`config.mk`:
```
export PLATFORM = sky130hd
export DESIGN_NAME = proto_matrix_walker_flat
export DESIGN_NICKNAME = d
export VERILOG_FILES = /design/src/rtl/proto_matrix_walker_if.sv /design/src/rtl/proto_matrix_walker.sv /design/src/flat_wrapper.sv
export SDC_FILE = /design/constraint.sdc
export NUM_CORES = 1
export LEC_CHECK = 0
export BUFFER_PORTS_ARGS = -buffer_cell sky130_fd_sc_hd__clkbuf_2
export CAP_MARGIN = 20
export CORE_ASPECT_RATIO = 1.75
export CORE_MARGIN = 4
export CORE_UTILIZATION = 35
export DETAILED_ROUTE_END_ITERATION = 10
export SYNTH_ARGS = -nofsm -noshare
export SYNTH_HDL_FRONTEND = slang
export SYNTH_SLANG_ARGS = --single-unit
```
`constraint.sdc`:
```
create_clock -name clk -period 2.31 [get_ports clk]
set_input_delay 0.1155 -clock clk [delete_from_list [all_inputs] [get_ports clk]]
set_output_delay 0.1155 -clock clk [all_outputs]
set_load 0.005 [all_outputs]
```
`src/rtl/proto_matrix_walker_if.sv`:
```
// Bundle of the walker's control, ROM-port and descriptor-stream signals.
// master: the walker side (drives ROM address and the descriptor stream).
// slave : the environment side (start/abort source, ROM, downstream consumer).
interface proto_matrix_walker_if #(
    parameter int Z = 54
);
    localparam int WIDTH = $clog2(Z);
    localparam int ADDRW = $clog2(4 * 24);

    logic             start;
    logic             abort;
    logic [ADDRW-1:0] rom_addr;
    logic [WIDTH-1:0] rom_data;
    logic             out_valid;
    logic             out_ready;
    logic [1:0]       out_row;
    logic [4:0]       out_col;
    logic [WIDTH-1:0] out_shift;
    logic             busy;
    logic             done;

    modport master (
        input  start, abort, rom_data, out_ready,
        output rom_addr, out_valid, out_row, out_col, out_shift, busy, done
    );

    modport slave (
        output start, abort, rom_data, out_ready,
        input  rom_addr, out_valid, out_row, out_col, out_shift, busy, done
    );
endinterface

```
`src/rtl/proto_matrix_walker.sv`:
```
// Prototype-matrix walker: scans the 4x24 prototype ROM row-major, drops null
// entries and streams (row, col, shift) descriptors over valid/ready.
// Optional feature macro: PROTO_WALK_CNT_EN adds nnz_cnt, the number of
// descriptors accepted in the current walk.
module proto_matrix_walker #(
    parameter int Z = 54
) (
    input  logic                   clk,
    input  logic                   rst,
    proto_matrix_walker_if.master  bus
`ifdef PROTO_WALK_CNT_EN
    ,
    output logic [6:0]             nnz_cnt
`endif
);
    localparam int ROWS  = 4;
    localparam int COLS  = 24;
    localparam int WIDTH = $clog2(Z);
    localparam int DEPTH = ROWS * COLS;
    localparam int ADDRW = $clog2(DEPTH);
    localparam logic [WIDTH-1:0] Z_V       = WIDTH'(Z);
    localparam logic [ADDRW-1:0] LAST_ADDR = ADDRW'(DEPTH - 1);
    localparam logic [4:0]       LAST_COL  = 5'(COLS - 1);

    // Only the three supported lifting sizes have a matching ROM image.
    if (!(Z == 27 || Z == 54 || Z == 81)) begin : g_bad_z
        $fatal(1, "proto_matrix_walker: Z must be 27, 54 or 81");
    end

    typedef enum logic [1:0] {
        ST_IDLE  = 2'd0,
        ST_SCAN  = 2'd1,
        ST_DRAIN = 2'd2
    } state_t;

    state_t           state_q;
    logic [ADDRW-1:0] addr_q;
    logic [1:0]       row_q;
    logic [4:0]       col_q;
    logic             valid_q;
    logic [1:0]       orow_q;
    logic [4:0]       ocol_q;
    logic [WIDTH-1:0] oshift_q;
    logic             busy_q;
    logic             done_q;

    logic adv_d;
    logic live_d;
    logic last_d;
    logic accept_d;

    // Step/accept decode; out-of-range shifts (Z..NULL_V-1) count as null.
    always_comb begin
        adv_d    = !valid_q || bus.out_ready;
        live_d   = bus.rom_data < Z_V;
        last_d   = addr_q == LAST_ADDR;
        accept_d = valid_q && bus.out_ready;
    end

    // Walk sequencer with registered address, descriptor and status outputs.
    always_ff @(posedge clk or posedge rst) begin
        if (rst) begin
            state_q  <= ST_IDLE;
            addr_q   <= '0;
            row_q    <= 2'd0;
            col_q    <= 5'd0;
            valid_q  <= 1'b0;
            orow_q   <= 2'd0;
            ocol_q   <= 5'd0;
            oshift_q <= '0;
            busy_q   <= 1'b0;
            done_q   <= 1'b0;
        end else begin
            done_q <= 1'b0;
            if (bus.abort) begin
                state_q <= ST_IDLE;
                addr_q  <= '0;
                row_q   <= 2'd0;
                col_q   <= 5'd0;
                valid_q <= 1'b0;
                busy_q  <= 1'b0;
            end else begin
                case (state_q)
                    ST_IDLE: begin
                        if (bus.start) begin
                            state_q <= ST_SCAN;
                            addr_q  <= '0;
                            row_q   <= 2'd0;
                            col_q   <= 5'd0;
                            busy_q  <= 1'b1;
                        end
                    end
                    ST_SCAN: begin
                        // Nothing moves while a descriptor waits on out_ready.
                        if (adv_d) begin
                            if (live_d) begin
                                orow_q   <= row_q;
                                ocol_q   <= col_q;
                                oshift_q <= bus.rom_data;
                                valid_q  <= 1'b1;
                            end else begin
                                valid_q  <= 1'b0;
                            end
                            if (last_d) begin
                                // Park the counters at 0 so the ROM port stays in range.
                                state_q <= ST_DRAIN;
                                addr_q  <= '0;
                                row_q   <= 2'd0;
                                col_q   <= 5'd0;
                            end else begin
                                addr_q <= addr_q + ADDRW'(1);
                                if (col_q == LAST_COL) begin
                                    col_q <= 5'd0;
                                    row_q <= row_q + 2'd1;
                                end else begin
                                    col_q <= col_q + 5'd1;
                                end
                            end
                        end
                    end
                    ST_DRAIN: begin
                        if (adv_d) begin
                            valid_q <= 1'b0;
                            state_q <= ST_IDLE;
                            busy_q  <= 1'b0;
                            done_q  <= 1'b1;
                        end
                    end
                    default: begin
                        state_q <= ST_IDLE;
                        valid_q <= 1'b0;
                        busy_q  <= 1'b0;
                    end
                endcase
            end
        end
    end

`ifdef PROTO_WALK_CNT_EN
    logic [6:0] cnt_q;

    // Accepted-descriptor count: cleared on start/abort, held after done.
    always_ff @(posedge clk or posedge rst) begin
        if (rst) begin
            cnt_q <= 7'd0;
        end else if (bus.abort) begin
            cnt_q <= 7'd0;
        end else if (state_q == ST_IDLE && bus.start) begin
            cnt_q <= 7'd0;
        end else if (accept_d) begin
            cnt_q <= cnt_q + 7'd1;
        end
    end

    assign nnz_cnt = cnt_q;
`endif

    assign bus.rom_addr  = addr_q;
    assign bus.out_valid = valid_q;
    assign bus.out_row   = orow_q;
    assign bus.out_col   = ocol_q;
    assign bus.out_shift = oshift_q;
    assign bus.busy      = busy_q;
    assign bus.done      = done_q;

    proto_matrix_walker_chk #(
        .Z     (Z),
        .WIDTH (WIDTH)
    ) u_chk (
        .clk      (clk),
        .rst      (rst),
        .scan     (state_q == ST_SCAN),
        .rom_data (bus.rom_data)
    );
endmodule

// Flags ROM shifts that are neither a legal shift nor the null marker.
module proto_matrix_walker_chk #(
    parameter int Z     = 54,
    parameter int WIDTH = 6
) (
    input logic             clk,
    input logic             rst,
    input logic             scan,
    input logic [WIDTH-1:0] rom_data
);
    localparam logic [WIDTH-1:0] NULL_V = {WIDTH{1'b1}};

    a_rom_legal: assert property (@(posedge clk) disable iff (rst)
        scan |-> (rom_data < WIDTH'(Z) || rom_data == NULL_V))
        else $error("proto_matrix_walker: illegal ROM shift %0d", rom_data);
endmodule

```
`src/flat_wrapper.sv`:
```
// flat-port wrapper written by rule: the top's interface ports become plain ports
module proto_matrix_walker_flat 
#(
    parameter int Z = 54
)
  (clk, rst, bus_start, bus_abort, bus_rom_data, bus_out_ready, bus_rom_addr, bus_out_valid, bus_out_row, bus_out_col, bus_out_shift, bus_busy, bus_done);
  proto_matrix_walker_if #(.Z(Z)) bus_i ();
  input  logic clk;
  input  logic rst;
  input wire logic [$bits(bus_i.start)-1:0] bus_start;
  input wire logic [$bits(bus_i.abort)-1:0] bus_abort;
  input wire logic [$bits(bus_i.rom_data)-1:0] bus_rom_data;
  input wire logic [$bits(bus_i.out_ready)-1:0] bus_out_ready;
  output wire logic [$bits(bus_i.rom_addr)-1:0] bus_rom_addr;
  output wire logic [$bits(bus_i.out_valid)-1:0] bus_out_valid;
  output wire logic [$bits(bus_i.out_row)-1:0] bus_out_row;
  output wire logic [$bits(bus_i.out_col)-1:0] bus_out_col;
  output wire logic [$bits(bus_i.out_shift)-1:0] bus_out_shift;
  output wire logic [$bits(bus_i.busy)-1:0] bus_busy;
  output wire logic [$bits(bus_i.done)-1:0] bus_done;
  assign bus_i.start = bus_start;
  assign bus_i.abort = bus_abort;
  assign bus_i.rom_data = bus_rom_data;
  assign bus_i.out_ready = bus_out_ready;
  assign bus_rom_addr = bus_i.rom_addr;
  assign bus_out_valid = bus_i.out_valid;
  assign bus_out_row = bus_i.out_row;
  assign bus_out_col = bus_i.out_col;
  assign bus_out_shift = bus_i.out_shift;
  assign bus_busy = bus_i.busy;
  assign bus_done = bus_i.done;
  proto_matrix_walker #(.Z(Z)) u_core (.clk(clk), .rst(rst), .bus(bus_i));
endmodule
```
==> impl_results.md <==
- Share of layout cells above drive strength 1: 33.7%
- Yosys cell types: 41
- Mapped Area: 1560 µm²
- All-layer global routing usage: 14.3%
- Synth top area cells: dfrtp_1 (51%), mux2_4 (7.7%), a21oi_1 (3.5%)
- Maxcap violations: 0
- Worst setup EP type: flip-flop
- RePlAce Congestion: 0.811
- Final TNS setup: 0 ns
- Fillcell total: 414
- Final #Nets: 190
- TritonCTS clock tree: yes
- CP Class: flip-flop to flip-flop
- Root buffer cell: clkbuf_8
- Largest family of logic cells by synthesized area: compound AO/OA/AOI/OAI gates
- Initial drt markers: 45
- Hold Vio Cnt, Final: 0
- Slew @ Worst Pin: approximately 0.53 ns
- Grt total ovfl: 0
- Die Area: 5620 µm²
- WL final: 3.48 mm
- TritonCTS Buffers: 5
- Post-synthesis adder-cell area fraction: 1.61%
- Design area: 1880 µm²
- Util after Layout: 44.4%
- Number of cell rows: 31
- Antenna Nets Post-Route: 0
- Simple-gate portion of the synthesized area: around 17%
- Global-route wire length before repair: ~6 mm
- Placed inst area: 1770 µm²
- Pre-CTS WS: about 0.44 ns
- Top-area cell type share of the netlist area: 51.4%
- Vias per inst: around 5.4
- Lkg Pwr: 0.000921 µW
- Crit path DAT: 2.12 ns
- HP Start: bus_rom_data[0]
- Post-Syn Nets: 150
- Effective utilization at floorplan: 36.8%
- Post-cts gate resize count: 0
- Synth cell count leaders: dfrtp_1 (32), a21oi_1 (11), nand2_1 (10), o21ai_0 (9), mux2_4 (8)
- Synth warn: 0
- Io pins: 34
- Mapped Avg Cell Area: 11.4 µm²
- Die Span Y: between 90 and 100 µm
- Final setup viols: 0
- DIE WIDTH: 58.4 µm
- Pin count of the biggest net entering global routing: 33
- Clk pin slew, worst setup/hold paths: ~0.070 ns
- Number of enable flip-flop cells after synthesis: 0
- Area occupied by multi-input gates: 708 µm²
- Worst R2R Start: u_core.state_q[0]
- Worst hold path class: primary input to flip-flop
- Wire per inst: 15.3 µm
- Most used DFF post-synth: dfrtp_1
- Clock Path Buffers: 2
- Setup ws final: 0.396 ns
- Register area share after synthesis: 51.4%
- Cell taking the most area after synthesis: dfrtp_1
- Multiplexer share of the synthesized area: approximately 9.9%
- Synth Instances: 137
- Worst Setup Start Kind: flip-flop
- Postcts setup bufs: 0
- Synth Area in Compound Gates: 17.3%
- RSZ-0062 raised after global routing: false
- Power density cells: between 600 and 700 nW/µm²
- Post-DP HPWL: 2.57 mm
- FF/Latch Area: 801 µm²
- Worst skew pair latency: roughly 0.29 ns
- Most common cell in the netlist: dfrtp_1
- Number of max-slew violations in the final report: 0
- Port bufs: 33
- Fmax: 522 MHz
- Placed insts: 218
- Vias: 1227
- Outcome: finished clean
- H-tree depth: 2
- Area Overhead vs Synth: 20.4%
- Initial antenna violation count: 0
- Slew Limit Headroom: 64.3%
- Skew final: 0.00563 ns
- Synth Register Bits: 32
- Fin crit period: 1.91 ns
- Period utilisation layout: 82.9%
- CTS Sinks: 32
- Max IR drop VDD: 0.000355 V
- Core area: 4230 µm²
- CP max FO: 9
- WP data required: 2.52 ns
- Number of global-route vias before repair: 1286
- Critical path startpoint: u_core.state_q[0]
- Post-synth ARST share: 100%
- # diodes: 0
- Fin cells: between 200 and 250
- DRC violations left: 0
- Synth Area in XOR/XNOR: 0%
- 1st-pass router iterations: 4
- Hold buffer count at cts: 1
-- registers in the layout (all words and copies together) (netlist names) --
| name | count |
|---|---|
| u_core.bus.done | 1 |
| u_core.state_q | 2 |
| u_core.bus.out_col | 5 |
| u_core.row_q | 2 |
| u_core.col_q | 5 |
| u_core.bus.rom_addr | 7 |
| u_core.bus.out_valid | 1 |
| u_core.bus.out_row | 2 |
| u_core.bus.out_shift | 6 |
| u_core.bus.busy | 1 |
-- stage by stage --
stage,hold WS [ns],power [µW]
finish,0.0590,1230
global route,0.0530,1290
CTS,0.0560,1250
floorplan,0.179,725
detailed placement,0.208,795
global placement,0.197,789
-- layout make-up --
class / instances / area share (%)
Tap cell: 49 / 3.27
Clock inverter: 2 / 0.534
Clock buffer: 6 / 4.40
Timing Repair Buffer: 37 / 10.5
Sequential cell: 32 / 42.7
Multi-Input combinational cell: 97 / 37.8
Inverter: 4 / 0.801
-- critical path, cell delays in order (launching register included) --
cell	delay [ns]
dfrtp_1	0.48
or3b_1	0.58
a211oi_4	0.45
a41oi_1	0.17
a31oi_1	0.16
-- cell families after synthesis --
group | after synthesis
simple gates | 45
compound gates | 39
flops | 32
mux | 11
buf+inv | 8
fa+ha+maj | 2
-- report_power, final --
group | internal, µW | switching (µW)
sequential | 597 | 26.8
clock | 238 | 211
combinational | 78.0 | 79.2
total | 913 | 317
-- metal layers --
| metal | GRT usage [%] | up-vias | routed length [µm] | part of all wire (%) |
|---|---|---|---|---|
| li1 | - | 583 | - | - |
| met1 | 16.8 | 603 | 1390 | 40 |
| met2 | 24.4 | 33 | 1860 | 53 |
| met3 | 2.95 | 8 | 163 | 4.7 |
| met4 | 6.38 | 0 | 71 | 2.0 |
| met5 | 0 | - | 0 | 0 |
-- worst paths after layout --
path	endpoint	slack, ns	depth (start not counted)
max	u_core.col_q[4]	0.40	4
max reg2reg	u_core.col_q[4]	0.40	4
max in group asynchronous	u_core.bus.out_shift[1]	1.57	4
min	u_core.bus.out_shift[0]	0.06	2
min reg2reg	u_core.bus.rom_addr[6]	0.50	1
min in group asynchronous	u_core.bus.out_shift[0]	0.44	4
-- cell usage in the layout (no fill, tap or decap), types with 5 or more instances in the layout --
cell type	instances
nand3_1	5
dfrtp_1	32
nor2_1	6
a21oi_1	11
nand2_1	10
clkbuf_8	6
clkbuf_2	33
mux2_4	8
o21ai_0	9
No activity file was read; power rests on OpenSTA's default activity.
